**src/rtl/serial_mod_pkg.sv**
```systemverilog
// Shared helpers for the serial mod-N checker: remainder width, bit-order
// encoding and the legal divisor range.
package serial_mod_pkg;

    localparam logic MODE_MSB = 1'b0;
    localparam logic MODE_LSB = 1'b1;

    localparam int N_MIN = 2;
    localparam int N_MAX = 255;

    function automatic int clog2(input int value);
        int r;
        r = 0;
        for (int i = 0; i < 31; i++) begin
            if ((1 << i) < value) begin
                r = i + 1;
            end
        end
        return r;
    endfunction

    function automatic bit n_in_range(input int n);
        return (n >= N_MIN) && (n <= N_MAX);
    endfunction

endpackage

```
**src/rtl/mod_add_n.sv**
```systemverilog
// Modular adder: sum = (a + b) mod N for operands already reduced below N.
// Latency: purely combinational, one conditional subtraction.
// Backpressure: none, no handshake.
module mod_add_n
    import serial_mod_pkg::*;
#(
    parameter int N  = 3,
    parameter int RW = clog2(N)
) (
    input  logic [RW-1:0] a,
    input  logic [RW-1:0] b,
    output logic [RW-1:0] sum
);

    localparam logic [RW:0] NW = (RW+1)'(N);

    logic [RW:0] raw;

    always_comb begin
        raw = {1'b0, a} + {1'b0, b};
        if (raw >= NW) begin
            sum = RW'(raw - NW);
        end else begin
            sum = RW'(raw);
        end
    end

endmodule

```
**src/rtl/serial_mod_n.sv**
```systemverilog
// Streams a serial number (MSB- or LSB-first) and tracks its value mod N.
// Latency: one cycle from an accepted bit to registered outputs.
// Backpressure: none; din_vld gaps of any length simply hold all state.
module serial_mod_n
    import serial_mod_pkg::*;
#(
    parameter int N  = 3,
    parameter int CW = 16,
    localparam int RW = clog2(N)
) (
    input  logic          clk,
    input  logic          rst,
    input  logic          din,
    input  logic          din_vld,
    input  logic          clr,
    input  logic          lsb_first,
    output logic          dout,
    output logic          dout_vld,
    output logic [RW-1:0] rem,
    output logic [CW-1:0] nbits
);

    if (!n_in_range(N)) begin : g_bad_n
        $error("serial_mod_n: N must lie in 2..255");
    end
    if (CW < 1) begin : g_bad_cw
        $error("serial_mod_n: CW must be at least 1");
    end

    logic          mode_q, mode_d;
    logic [RW-1:0] rem_q, rem_d;
    logic [RW-1:0] pw_q, pw_d;
    logic [CW-1:0] nbits_q, nbits_d;
    logic          dout_q, dout_d;
    logic          dout_vld_q, dout_vld_d;

    // clr restarts the frame this cycle, so the arithmetic sees cleared state
    logic          mode_base;
    logic [RW-1:0] rem_base, pw_base;
    logic [CW-1:0] nbits_base;
    logic [RW-1:0] dbl_in, dbl_out;
    logic [RW-1:0] add_a, add_b, add_out;

    // Doubling: rem in MSB mode, the bit weight in LSB mode
    mod_add_n #(.N(N), .RW(RW)) u_dbl (
        .a   (dbl_in),
        .b   (dbl_in),
        .sum (dbl_out)
    );

    mod_add_n #(.N(N), .RW(RW)) u_add (
        .a   (add_a),
        .b   (add_b),
        .sum (add_out)
    );

    always_comb begin
        mode_base  = clr ? lsb_first : mode_q;
        rem_base   = clr ? '0 : rem_q;
        pw_base    = clr ? RW'(1) : pw_q;
        nbits_base = clr ? '0 : nbits_q;

        dbl_in = (mode_base == MODE_LSB) ? pw_base : rem_base;
        add_a  = (mode_base == MODE_LSB) ? rem_base : dbl_out;
        add_b  = (mode_base == MODE_LSB) ? (din ? pw_base : '0) : RW'(din);

        mode_d     = mode_base;
        rem_d      = rem_base;
        pw_d       = pw_base;
        nbits_d    = nbits_base;
        dout_d     = clr ? 1'b0 : dout_q;
        dout_vld_d = 1'b0;

        if (din_vld) begin
            rem_d = add_out;
            if (mode_base == MODE_LSB) begin
                pw_d = dbl_out;
            end
            if (nbits_base != '1) begin
                nbits_d = nbits_base + CW'(1);
            end
            dout_d     = (add_out == '0);
            dout_vld_d = 1'b1;
        end
    end

    always_ff @(posedge clk) begin
        if (rst) begin
            mode_q     <= lsb_first;
            rem_q      <= '0;
            pw_q       <= RW'(1);
            nbits_q    <= '0;
            dout_q     <= 1'b0;
            dout_vld_q <= 1'b0;
        end else begin
            mode_q     <= mode_d;
            rem_q      <= rem_d;
            pw_q       <= pw_d;
            nbits_q    <= nbits_d;
            dout_q     <= dout_d;
            dout_vld_q <= dout_vld_d;
        end
    end

    assign dout     = dout_q;
    assign dout_vld = dout_vld_q;
    assign rem      = rem_q;
    assign nbits    = nbits_q;

endmodule

```
**config.mk**
```make
export PLATFORM = sky130hd
export DESIGN_NAME = serial_mod_n
export DESIGN_NICKNAME = d
export VERILOG_FILES = /design/src/rtl/serial_mod_pkg.sv /design/src/rtl/mod_add_n.sv /design/src/rtl/serial_mod_n.sv
export SDC_FILE = /design/constraint.sdc
export NUM_CORES = 1
export LEC_CHECK = 0
export ABC_AREA = 1
export BUFFER_PORTS_ARGS = -buffer_cell sky130_fd_sc_hd__buf_2
export CORE_ASPECT_RATIO = 1.5
export CORE_UTILIZATION = 56
export DETAILED_ROUTE_END_ITERATION = 12
export GPL_TIMING_DRIVEN = 0
export PLACE_DENSITY_LB_ADDON = 0.1
export SYNTH_ARGS = -nofsm -noshare
export SYNTH_HDL_FRONTEND = slang
export SYNTH_SLANG_ARGS = --single-unit
```
**constraint.sdc**
```tcl
create_clock -name clk -period 3.1 [get_ports clk]
set_input_delay 0.31 -clock clk [delete_from_list [all_inputs] [get_ports clk]]
set_output_delay 0.31 -clock clk [all_outputs]
set_load 0.02 [all_outputs]
```
==> results_dict.tcl, run 1 <==
set metrics [dict create \
    outcome "complete, no violations" \
    intPower_uw 431 \
    hold_path.class "in2reg" \
    avgSynthCellArea_um2 6.57 \
    wirelength_mm 3.57 \
    min_from "rst" \
    pwr-share-seq_pct 50.7 \
    final_cell_mix "nand2_1, inv_1, nor2_1, buf_2, dfxtp_1" \
    pwr-share-clk_pct 32.9 \
    synth_top_area_share_pct 29.5 \
    diodes 0 \
    period_share_pct 81.8 \
    ys_top_cells_by_area "dfxtp_1, nand2_1, inv_1, nor2_1, nand3_1" \
    finalPower_uw 610 \
    firstDrtPassIters 4 \
    regToRegStartpoint "pw_q[0]$_SDFF_PP1_" \
    fp.coreArea_um2 2650 \
    grt_pass1_vias 1385 \
    post-cts-setup-buffer-count 0 \
    dieWidth_um 45.1 \
    clk_path_buf_depth 2 \
    r2r_cells 13 \
    crit_fanout 10 \
    place.gp.congestion 0.934 \
    drive_gt1_share_pct 19.5 \
    hold_end "rem[1]$_SDFF_PP0_" \
    tritoncts "built" \
    die_area_um2 3010 \
    hold_slack_ns 0.249 \
    endpoint_kind "register" \
    synth_warnings 0 \
    period_minus_slack_ns 2.54 \
    vias 1543 \
    synthesis.nets 248 \
    num_io_pins 26 \
    leakagePower_nw 0.825 \
    grt_pass1_wl_mm 5.86 \
    netSwitchingPower_uw 179 \
    cts_sinks 23 \
    final_common_cell "nand2_1" \
    cts-resized-gates 0 \
    p_comb_share_pct 16.4 \
    area_delta_synth_final_pct 13.8 \
    row_count 23 \
    r2r_slack_ns 0.68 \
    holdBufCountCts 0 \
    cts_root_buffer "clkbuf_8" \
    drv_slew 0 \
    die_h_um 66.7 \
    vias_per_cell 5.09 \
    ant_nets 0 \
    wl_per_cell_um 11.8 \
    hold_depth 2 \
    maxCapViolCount 0 \
    drtIter0Drc 48 \
    fmax_ghz 0.394 \
    clk_pin_slew_ns 0.09 \
    syn_inst 238 \
    ys_types 31 \
    fillers 270 \
    hpwl_mm 2.70 \
    cts_htree_levels 1 \
    switching_share_pct 29.4 \
    io_buffer_count 24 \
    ys_ff_latch 23 \
    tns_ns 0 \
    synth_top_cell_by_area "dfxtp_1" \
    cp.required_ns 3.28 \
    start_kind "primary input" \
    worstMarginPinSlew_ns 0.503 \
    seq_area_frac_synth_pct 29.5 \
    grt_util_all_layers_pct 26.6 \
    fin_skew_ns 0.0100 \
    r2r_end "rem[0]$_SDFF_PP0_" \
    cts_made_buffers 3 \
    antenna_found_initial 0 \
    path_class "in2reg" \
    maxSlewHeadroom_pct 66.5 \
    setup_viol 0 \
    finalNetCount 277 \
    vdd_drop_max_mv 0.278 \
    finalHoldViolCount 0 \
    netlist_area_um2 1560 \
    rsz0062_at_grt "no" \
    critical_path_arrival_ns 2.72 \
    p_per_area_nw_per_um2 343 \
    grt_start_max_net_pins 15 \
    clk_latency_ns 0.28 \
    start_util_pct 59.0 \
    drc 0 \
    overflow 0 \
]
cells by family after synthesis:
kind of cell | count (synthesis) | share of synthesized area, %
fa+ha+maj | 4 | 3.68
buf+inv | 43 | 12.7
compound gates | 30 | 10.6
simple gates | 132 | 40.1
xor+xnor | 6 | 3.36
flops | 23 | 29.5
cells in the mapped netlist:
| cell type | instances |
|---|---|
| nand3_4 | 1 |
| a211oi_1 | 1 |
| nand4_1 | 3 |
| o211ai_1 | 2 |
| nand3_2 | 3 |
| o21ai_0 | 9 |
| ha_1 | 3 |
| inv_1 | 34 |
| clkbuf_1 | 5 |
| nand2_4 | 1 |
| xor2_1 | 4 |
| xnor2_1 | 2 |
| nor2_1 | 34 |
| buf_12 | 1 |
| nand2_1 | 53 |
| a21oi_1 | 14 |
| nand2_2 | 4 |
| o21ai_2 | 1 |
| or2_2 | 1 |
| nor2_4 | 3 |
| buf_2 | 1 |
| o21ai_1 | 1 |
| o22ai_1 | 1 |
| nor2_2 | 6 |
| inv_12 | 1 |
| dfxtp_1 | 23 |
| a221oi_1 | 1 |
| nand3_1 | 21 |
| nand3b_1 | 2 |
| buf_6 | 1 |
| fa_1 | 1 |
worst max path at each step:
stage / from / end / slack (ns) / depth (start not counted)
5_1_grt: clr / rem[0]$_SDFF_PP0_ / 0.37 / 16
3_3_place_gp: clr / rem[0]$_SDFF_PP0_ / 0.30 / 16
4_1_cts: clr / rem[0]$_SDFF_PP0_ / 0.56 / 16
6_report: clr / rem[0]$_SDFF_PP0_ / 0.56 / 16
3_5_place_dp: clr / rem[0]$_SDFF_PP0_ / 0.27 / 16
2_1_floorplan: clr / rem[0]$_SDFF_PP0_ / 0.55 / 16
sequential cells by signal, indices dropped and copies added, names as in the netlist:
name / count
rem: 2
pw_q: 2
mode_q: 1
dout_vld: 1
nbits: 16
dout: 1
area by class of cell:
| type | instances | area [um2] | share of cell area [%] |
|---|---|---|---|
| clock buffer | 3 | 41.3 | 2.32 |
| multi-input combinational | 172 | 903 | 50.8 |
| clock inverter | 1 | 7.51 | 0.422 |
| inverter | 35 | 144 | 8.09 |
| tap | 37 | 46.3 | 2.60 |
| timing repair buffer | 24 | 120 | 6.76 |
| buffer | 8 | 55.1 | 3.10 |
| sequential | 23 | 460 | 25.9 |
metrics by stage:
| step | instance area [um2] | std cells | utilization [%] | setup WS, ns |
|---|---|---|---|---|
| 6_report | 1780 | 303 | 67.2 | 0.563 |
| 4_1_cts | 1780 | 303 | 67.2 | 0.556 |
| 2_1_floorplan | 1560 | 238 | - | 0.549 |
| 3_5_place_dp | 1730 | 299 | 65.3 | 0.268 |
| 5_1_grt | 1780 | 303 | 67.2 | 0.368 |
| 3_3_place_gp | 1730 | 299 | 65.3 | 0.297 |
power by group through the flow:
stage | Combinational [mW] | Sequential (mW) | Clock [mW]
floorplan | 0.0641 | 0.325 | 0
global placement | 0.0991 | 0.316 | 0
detailed placement | 0.101 | 0.316 | 0
CTS | 0.101 | 0.310 | 0.202
global route | 0.110 | 0.311 | 0.211
finish | 0.100 | 0.309 | 0.201
metal layers:
layer  track usage (%)  wire length, um
met1              31.1             1570
met2              46.9             1840
met3              2.71              101
met4              11.7               61
met5                 0                0
critical path, stage by stage:
cell and delay (ns):
buf_6 0.14, inv_12 0.09, buf_12 0.13, buf_2 0.23
nand2_1 0.12, o22ai_1 0.17, ha_1 0.18, fa_1 0.44
ha_1 0.20, nor2_1 0.09, o21ai_0 0.14, xor2_1 0.17
inv_1 0.09, nand2_1 0.05, o211ai_1 0.09, inv_1 0.05
No activity file was read; power rests on OpenSTA's default activity.
==> run 2: changes to the inputs <==
--- a/config.mk
+++ b/config.mk
@@ -5,10 +5,10 @@
 export SDC_FILE = /design/constraint.sdc
 export NUM_CORES = 1
 export LEC_CHECK = 0
-export ABC_AREA = 1
+export ABC_AREA = 0
 export BUFFER_PORTS_ARGS = -buffer_cell sky130_fd_sc_hd__buf_2
 export CORE_ASPECT_RATIO = 1.5
-export CORE_UTILIZATION = 56
+export CORE_UTILIZATION = 53
 export DETAILED_ROUTE_END_ITERATION = 12
 export GPL_TIMING_DRIVEN = 0
 export PLACE_DENSITY_LB_ADDON = 0.1
==> constraint.sdc (replaced) <==
create_clock -name clk -period 2.5 [get_ports clk]
set_input_delay 0.25 -clock clk [delete_from_list [all_inputs] [get_ports clk]]
set_output_delay 0.25 -clock clk [all_outputs]
set_load 0.02 [all_outputs]
==> results_dict.tcl, run 2 <==
set metrics [dict create \
    outcome "complete, no violations" \
    synthMuxAreaShare_pct 4.11 \
    crit_start "mode_q$_DFF_P_" \
    syn_inst 150 \
    netlist_area_um2 1280 \
    ys_types 43 \
    start_util_pct 56.6 \
    ys.flop_type "dfxtp_1" \
    tritoncts "built" \
    cp.required_ns 2.70 \
    ys_top_cells_by_area "dfxtp_1, nor2_1, xnor2_1, nor2b_1, a21oi_1" \
    vdd_drop_max_mv 0.295 \
    die_h_um 62.2 \
    clk_latency_ns 0.32 \
    ys_ff_latch 23 \
    largest_reg_flops 16 \
    cts_sinks 23 \
    synth_xor_area_share_pct 6.16 \
    drive_gt1_share_pct 24.3 \
    hpwl_mm 2.03 \
    ant_nets 0 \
    diodes 0 \
    endpoint_kind "register" \
    seq_area_frac_synth_pct 36.0 \
    fillers 198 \
    placed_area_um2 1440 \
    p_per_area_nw_per_um2 430 \
    fin_area_um2 1510 \
    grt_pass1_vias 1137 \
    antenna_found_initial 0 \
    setup_viol 0 \
    cts_made_buffers 3 \
    period_minus_slack_ns 2.37 \
    fmax_ghz 0.421 \
    holdBufCountCts 0 \
    firstDrtPassIters 4 \
    clk_pin_slew_ns 0.12 \
    rsz0062_at_grt "no" \
    num_io_pins 26 \
    seqCellArea_um2 464 \
    overflow 0 \
    grt_util_all_layers_pct 23.0 \
    maxSlewHeadroom_pct 72.1 \
    synth_compound_area_share_pct 15.6 \
    worstMarginPinSlew_ns 0.408 \
    finalHoldViolCount 0 \
    drtIter0Drc 22 \
    synthesis.nets 160 \
    r2r_end "dout$_SDFFE_PP0P_" \
    ys_top_cells_by_count "dfxtp_1, nor2_1, a21oi_1, nand2_1, xnor2_1" \
    crit_end "dout$_SDFFE_PP0P_" \
    period_share_pct 94.9 \
    synth_edf_count 0 \
    start_kind "register" \
    io_buffer_count 25 \
    dieWidth_um 42.1 \
    clk_path_buf_depth 2 \
    vias_per_cell 5.83 \
    vias 1190 \
    r2r_slack_ns 0.13 \
    r2r_cells 10 \
    hold_path.class "in2reg" \
    path_class "reg2reg" \
    synth_warnings 0 \
    synth_top_area_share_pct 36.0 \
    place.gp.congestion 0.808 \
    final_cell_mix "buf_2, dfxtp_1, nor2_1, xnor2_1, nand2_1" \
    fp.coreArea_um2 2260 \
    finalNetCount 192 \
    synth_top_cell_by_area "dfxtp_1" \
    crit_fanout 5 \
    synth.most_common_cell "dfxtp_1" \
    fin_skew_ns 0.00854 \
    critical_path_arrival_ns 2.57 \
    leakagePower_nw 0.673 \
    regToRegStartpoint "mode_q$_DFF_P_" \
    post-route-util_pct 66.9 \
    maxCapViolCount 0 \
    area_delta_synth_final_pct 18.2 \
    multiInputGateArea_um2 788 \
    synthSimpleGateAreaFrac_pct 29.1 \
    cts_htree_levels 1 \
    final_common_cell "buf_2" \
    drv_slew 0 \
    async_flop_share_pct 0 \
    grt_start_max_net_pins 18 \
    row_count 21 \
    grt_pass1_wl_mm 4.86 \
    synth_top_family_by_area "simple AND/OR/NAND/NOR gates" \
    die_area_um2 2620 \
    cts_root_buffer "clkbuf_4" \
    drc 0 \
    synth_fa_ha_area_share_pct 4.50 \
    avgSynthCellArea_um2 8.53 \
    wl_per_cell_um 13.6 \
    wirelength_mm 2.77 \
]
==> run 2: cell types whose count changed in the layout (fill, tap and decap cells not counted), sizes merged, moves of 4 or more <==
cell,delta
nor2,-23
nand2,-50
a21oi,-6
inv,-30
nor2b,+7
xnor2,+6
a22oi,+4
nor3,+7
o21ai,-8
buf,+4
nand3,-23
and3,+6
==> run 2: layer usage <==
layer | wire (um) | vias to the layer above | part of all wire (%) | global-route usage, %
met5 | 0 | - | 0 | 0
met4 | 46 | 0 | 1.7 | 11.3
met3 | 81 | 4 | 2.9 | 2.91
met2 | 1370 | 25 | 49 | 37.9
met1 | 1270 | 561 | 46 | 29.1
li1 | - | 600 | - | -
==> run 2: how the worst min path moves through the flow <==
stage,startpoint,endpoint,slack (ns),depth (start not counted)
2_1_floorplan,lsb_first,mode_q$_DFF_P_,0.39,1
3_3_place_gp,dout$_SDFFE_PP0P_,dout$_SDFFE_PP0P_,0.49,2
3_5_place_dp,lsb_first,mode_q$_DFF_P_,0.50,2
4_1_cts,lsb_first,mode_q$_DFF_P_,0.17,2
5_1_grt,lsb_first,mode_q$_DFF_P_,0.19,2
6_report,lsb_first,mode_q$_DFF_P_,0.18,2
==> run 2: what timing repair did <==
item                       CTS  global route
setup endpoints to repair    1             3
hold endpoints to repair     0             0
pin swaps                    0             6
resized for setup            4             6
buffers inserted             0             3
==> run 2: area by class of cell <==
type                    instances  area share (%)
flip-flops and latches         23            30.7
multi-input cells             114            52.1
clock buffers                   4            1.74
plain buffers                   7            2.56
well taps                      23            1.90
inverters                       5            1.24
repair buffers                 28            9.76
==> run 2: cells by family after synthesis <==
group                    Yosys count
buffers and inverters             13
multiplexers                       5
flip-flops                        23
XOR/XNOR                           9
AND/OR/NAND/NOR                   69
AO/OA/AOI/OAI                     27
adder cells (fa/ha/maj)            4
==> run 2: report_power, final <==
part | internal (mW) | switching (mW)
clock | 0.0624 | 0.112
sequential | 0.375 | 0.00608
combinational | 0.0398 | 0.0548
==> run 2: stage by stage <==
step | cells | hold WS (ns) | setup TNS (ns) | total power, mW | setup WS, ns
after floorplan | 150 | 0.394 | 0 | 0.445 | 0.0644
after global placement | 198 | 0.487 | -0.813 | 0.468 | -0.366
after detailed placement | 198 | 0.501 | -0.977 | 0.471 | -0.416
after CTS | 201 | 0.173 | 0 | 0.642 | 0.00813
after global routing | 204 | 0.185 | 0 | 0.682 | 0.0108
final | 204 | 0.177 | 0 | 0.651 | 0.127
==> run 2: worst max-delay path: stages, from the launching register on <==
cell	delay, ns
dfxtp_4	0.38
nor2b_1	0.14
a21boi_1	0.16
ha_2	0.20
fa_1	0.44
ha_2	0.21
or3_4	0.35
a21oi_4	0.14
nor3_1	0.06
a31oi_1	0.15
nor2_1	0.05
==> run 3: changes to the inputs <==
--- a/config.mk
+++ b/config.mk
@@ -7,8 +7,10 @@
 export LEC_CHECK = 0
 export ABC_AREA = 0
 export BUFFER_PORTS_ARGS = -buffer_cell sky130_fd_sc_hd__buf_2
+export CELL_PAD_IN_SITES_DETAIL_PLACEMENT = 1
+export CELL_PAD_IN_SITES_GLOBAL_PLACEMENT = 2
 export CORE_ASPECT_RATIO = 1.5
-export CORE_UTILIZATION = 53
+export CORE_UTILIZATION = 31
 export DETAILED_ROUTE_END_ITERATION = 12
 export GPL_TIMING_DRIVEN = 0
 export PLACE_DENSITY_LB_ADDON = 0.1
==> results_dict.tcl, run 3 (synthesis results as in run 2) <==
set metrics [dict create \
    vias 1176 \
    rsz0062_at_grt "yes" \
    wl_per_cell_um 15.3 \
    clk_latency_ns 0.27 \
    die_area_um2 4400 \
    io_buffer_count 25 \
    antenna_found_initial 0 \
    worstMarginPinSlew_ns 0.501 \
    period_share_pct 97.2 \
    drive_gt1_share_pct 25.7 \
    grt_pass1_vias 1196 \
    drtIter0Drc 13 \
    fmax_ghz 0.411 \
    area_delta_synth_final_pct 22.2 \
    critical_path_arrival_ns 2.58 \
    vdd_drop_max_mv 0.185 \
    endpoint_kind "register" \
    drc 0 \
    diodes 0 \
    firstDrtPassIters 4 \
    clk_path_buf_depth 2 \
    leakagePower_nw 0.682 \
    row_count 28 \
    r2r_cells 10 \
    final_cell_mix "buf_2, dfxtp_1, nor2_1, xnor2_1, nand2_1" \
    outcome "complete, no violations" \
    final_common_cell "buf_2" \
    post-route-util_pct 39.5 \
    period_minus_slack_ns 2.43 \
    fin_skew_ns 0.00438 \
    vias_per_cell 5.25 \
    largest_reg_flops 16 \
    fin_area_um2 1560 \
    fillers 478 \
    hold_path.class "in2reg" \
    overflow 0 \
    hold_slack_ns 0.230 \
    hpwl_mm 2.59 \
    cts_htree_levels 1 \
    start_kind "register" \
    cts_made_buffers 3 \
    setup_viol 0 \
    fp.coreArea_um2 3960 \
    r2r_slack_ns 0.07 \
    maxCapViolCount 0 \
    cp.required_ns 2.65 \
    cts_sinks 23 \
    place.gp.congestion 0.706 \
    ant_nets 0 \
    grt_pass1_wl_mm 5.60 \
    dieWidth_um 54.5 \
    tritoncts "built" \
    start_util_pct 32.3 \
    holdBufCountCts 0 \
    drv_slew 0 \
    cts_root_buffer "clkbuf_8" \
    maxSlewHeadroom_pct 66.6 \
    wirelength_mm 3.43 \
    num_io_pins 26 \
    grt_start_max_net_pins 18 \
    p_per_area_nw_per_um2 456 \
    finalNetCount 190 \
    die_h_um 80.7 \
    hold_depth 2 \
    clk_pin_slew_ns 0.08 \
    finalHoldViolCount 0 \
    path_class "reg2reg" \
    crit_fanout 6 \
    placed_area_um2 1460 \
    grt_util_all_layers_pct 17.7 \
]
[run 3: cell type report]
cell class | instances | area, um2 | area share [%]
multi-input cells | 114 | 805 | 51.4
flip-flops and latches | 23 | 464 | 29.7
repair buffers | 26 | 135 | 8.64
well taps | 45 | 56.3 | 3.60
clock buffers | 3 | 41.3 | 2.64
plain buffers | 7 | 38.8 | 2.48
inverters | 5 | 18.8 | 1.20
clock inverters | 1 | 5.00 | 0.320
[run 3: worst max-delay path, cell delays in order (launching register included)]
cell and delay, ns:
dfxtp_4 0.39, mux2i_1 0.19, nor2_1 0.06, ha_2 0.19, fa_1 0.49, ha_2 0.22
or3_4 0.35, a21oi_4 0.17, nor3_2 0.05, a31oi_1 0.16, nor2_1 0.05
[run 3: timing repair]
action	in CTS	in global routing
setup endpoints to repair	3	3
resized for setup	10	5
setup buffers	0	1
cloned	0	0
hold endpoints to repair	0	0
pin swaps	3	7
[run 3: worst paths after layout]
kind | startpoint | endpoint
max | mode_q$_DFF_P_ | dout$_SDFFE_PP0P_
min | lsb_first | mode_q$_DFF_P_
max reg2reg | mode_q$_DFF_P_ | dout$_SDFFE_PP0P_
min reg2reg | dout$_SDFFE_PP0P_ | dout$_SDFFE_PP0P_
[run 3: through the flow]
| step | TNS (ns) | worst slack, ns | std cells | total power [mW] |
|---|---|---|---|---|
| after global routing | -0.0646 | -0.0646 | 224 | 0.751 |
| after global placement | -1.02 | -0.435 | 220 | 0.472 |
| after detailed placement | -1.24 | -0.506 | 220 | 0.475 |
| after CTS | 0 | 0.00627 | 223 | 0.724 |
| final | 0 | 0.0690 | 224 | 0.714 |
| after floorplan | 0 | 0.0644 | 150 | 0.445 |
[run 3: power breakdown]
group          internal (mW)  total [mW]  switching [mW]
sequential             0.375       0.382         0.00680
combinational         0.0392      0.0966          0.0574
clock                  0.111       0.235           0.124
total                  0.526       0.714           0.188
[run 3: layer usage]
layer / part of all wire, % / global-route usage (%)
met5: 0 / 0
met4: 1.7 / 7.69
met3: 1.8 / 1.70
met2: 51 / 30.1
met1: 46 / 21.5
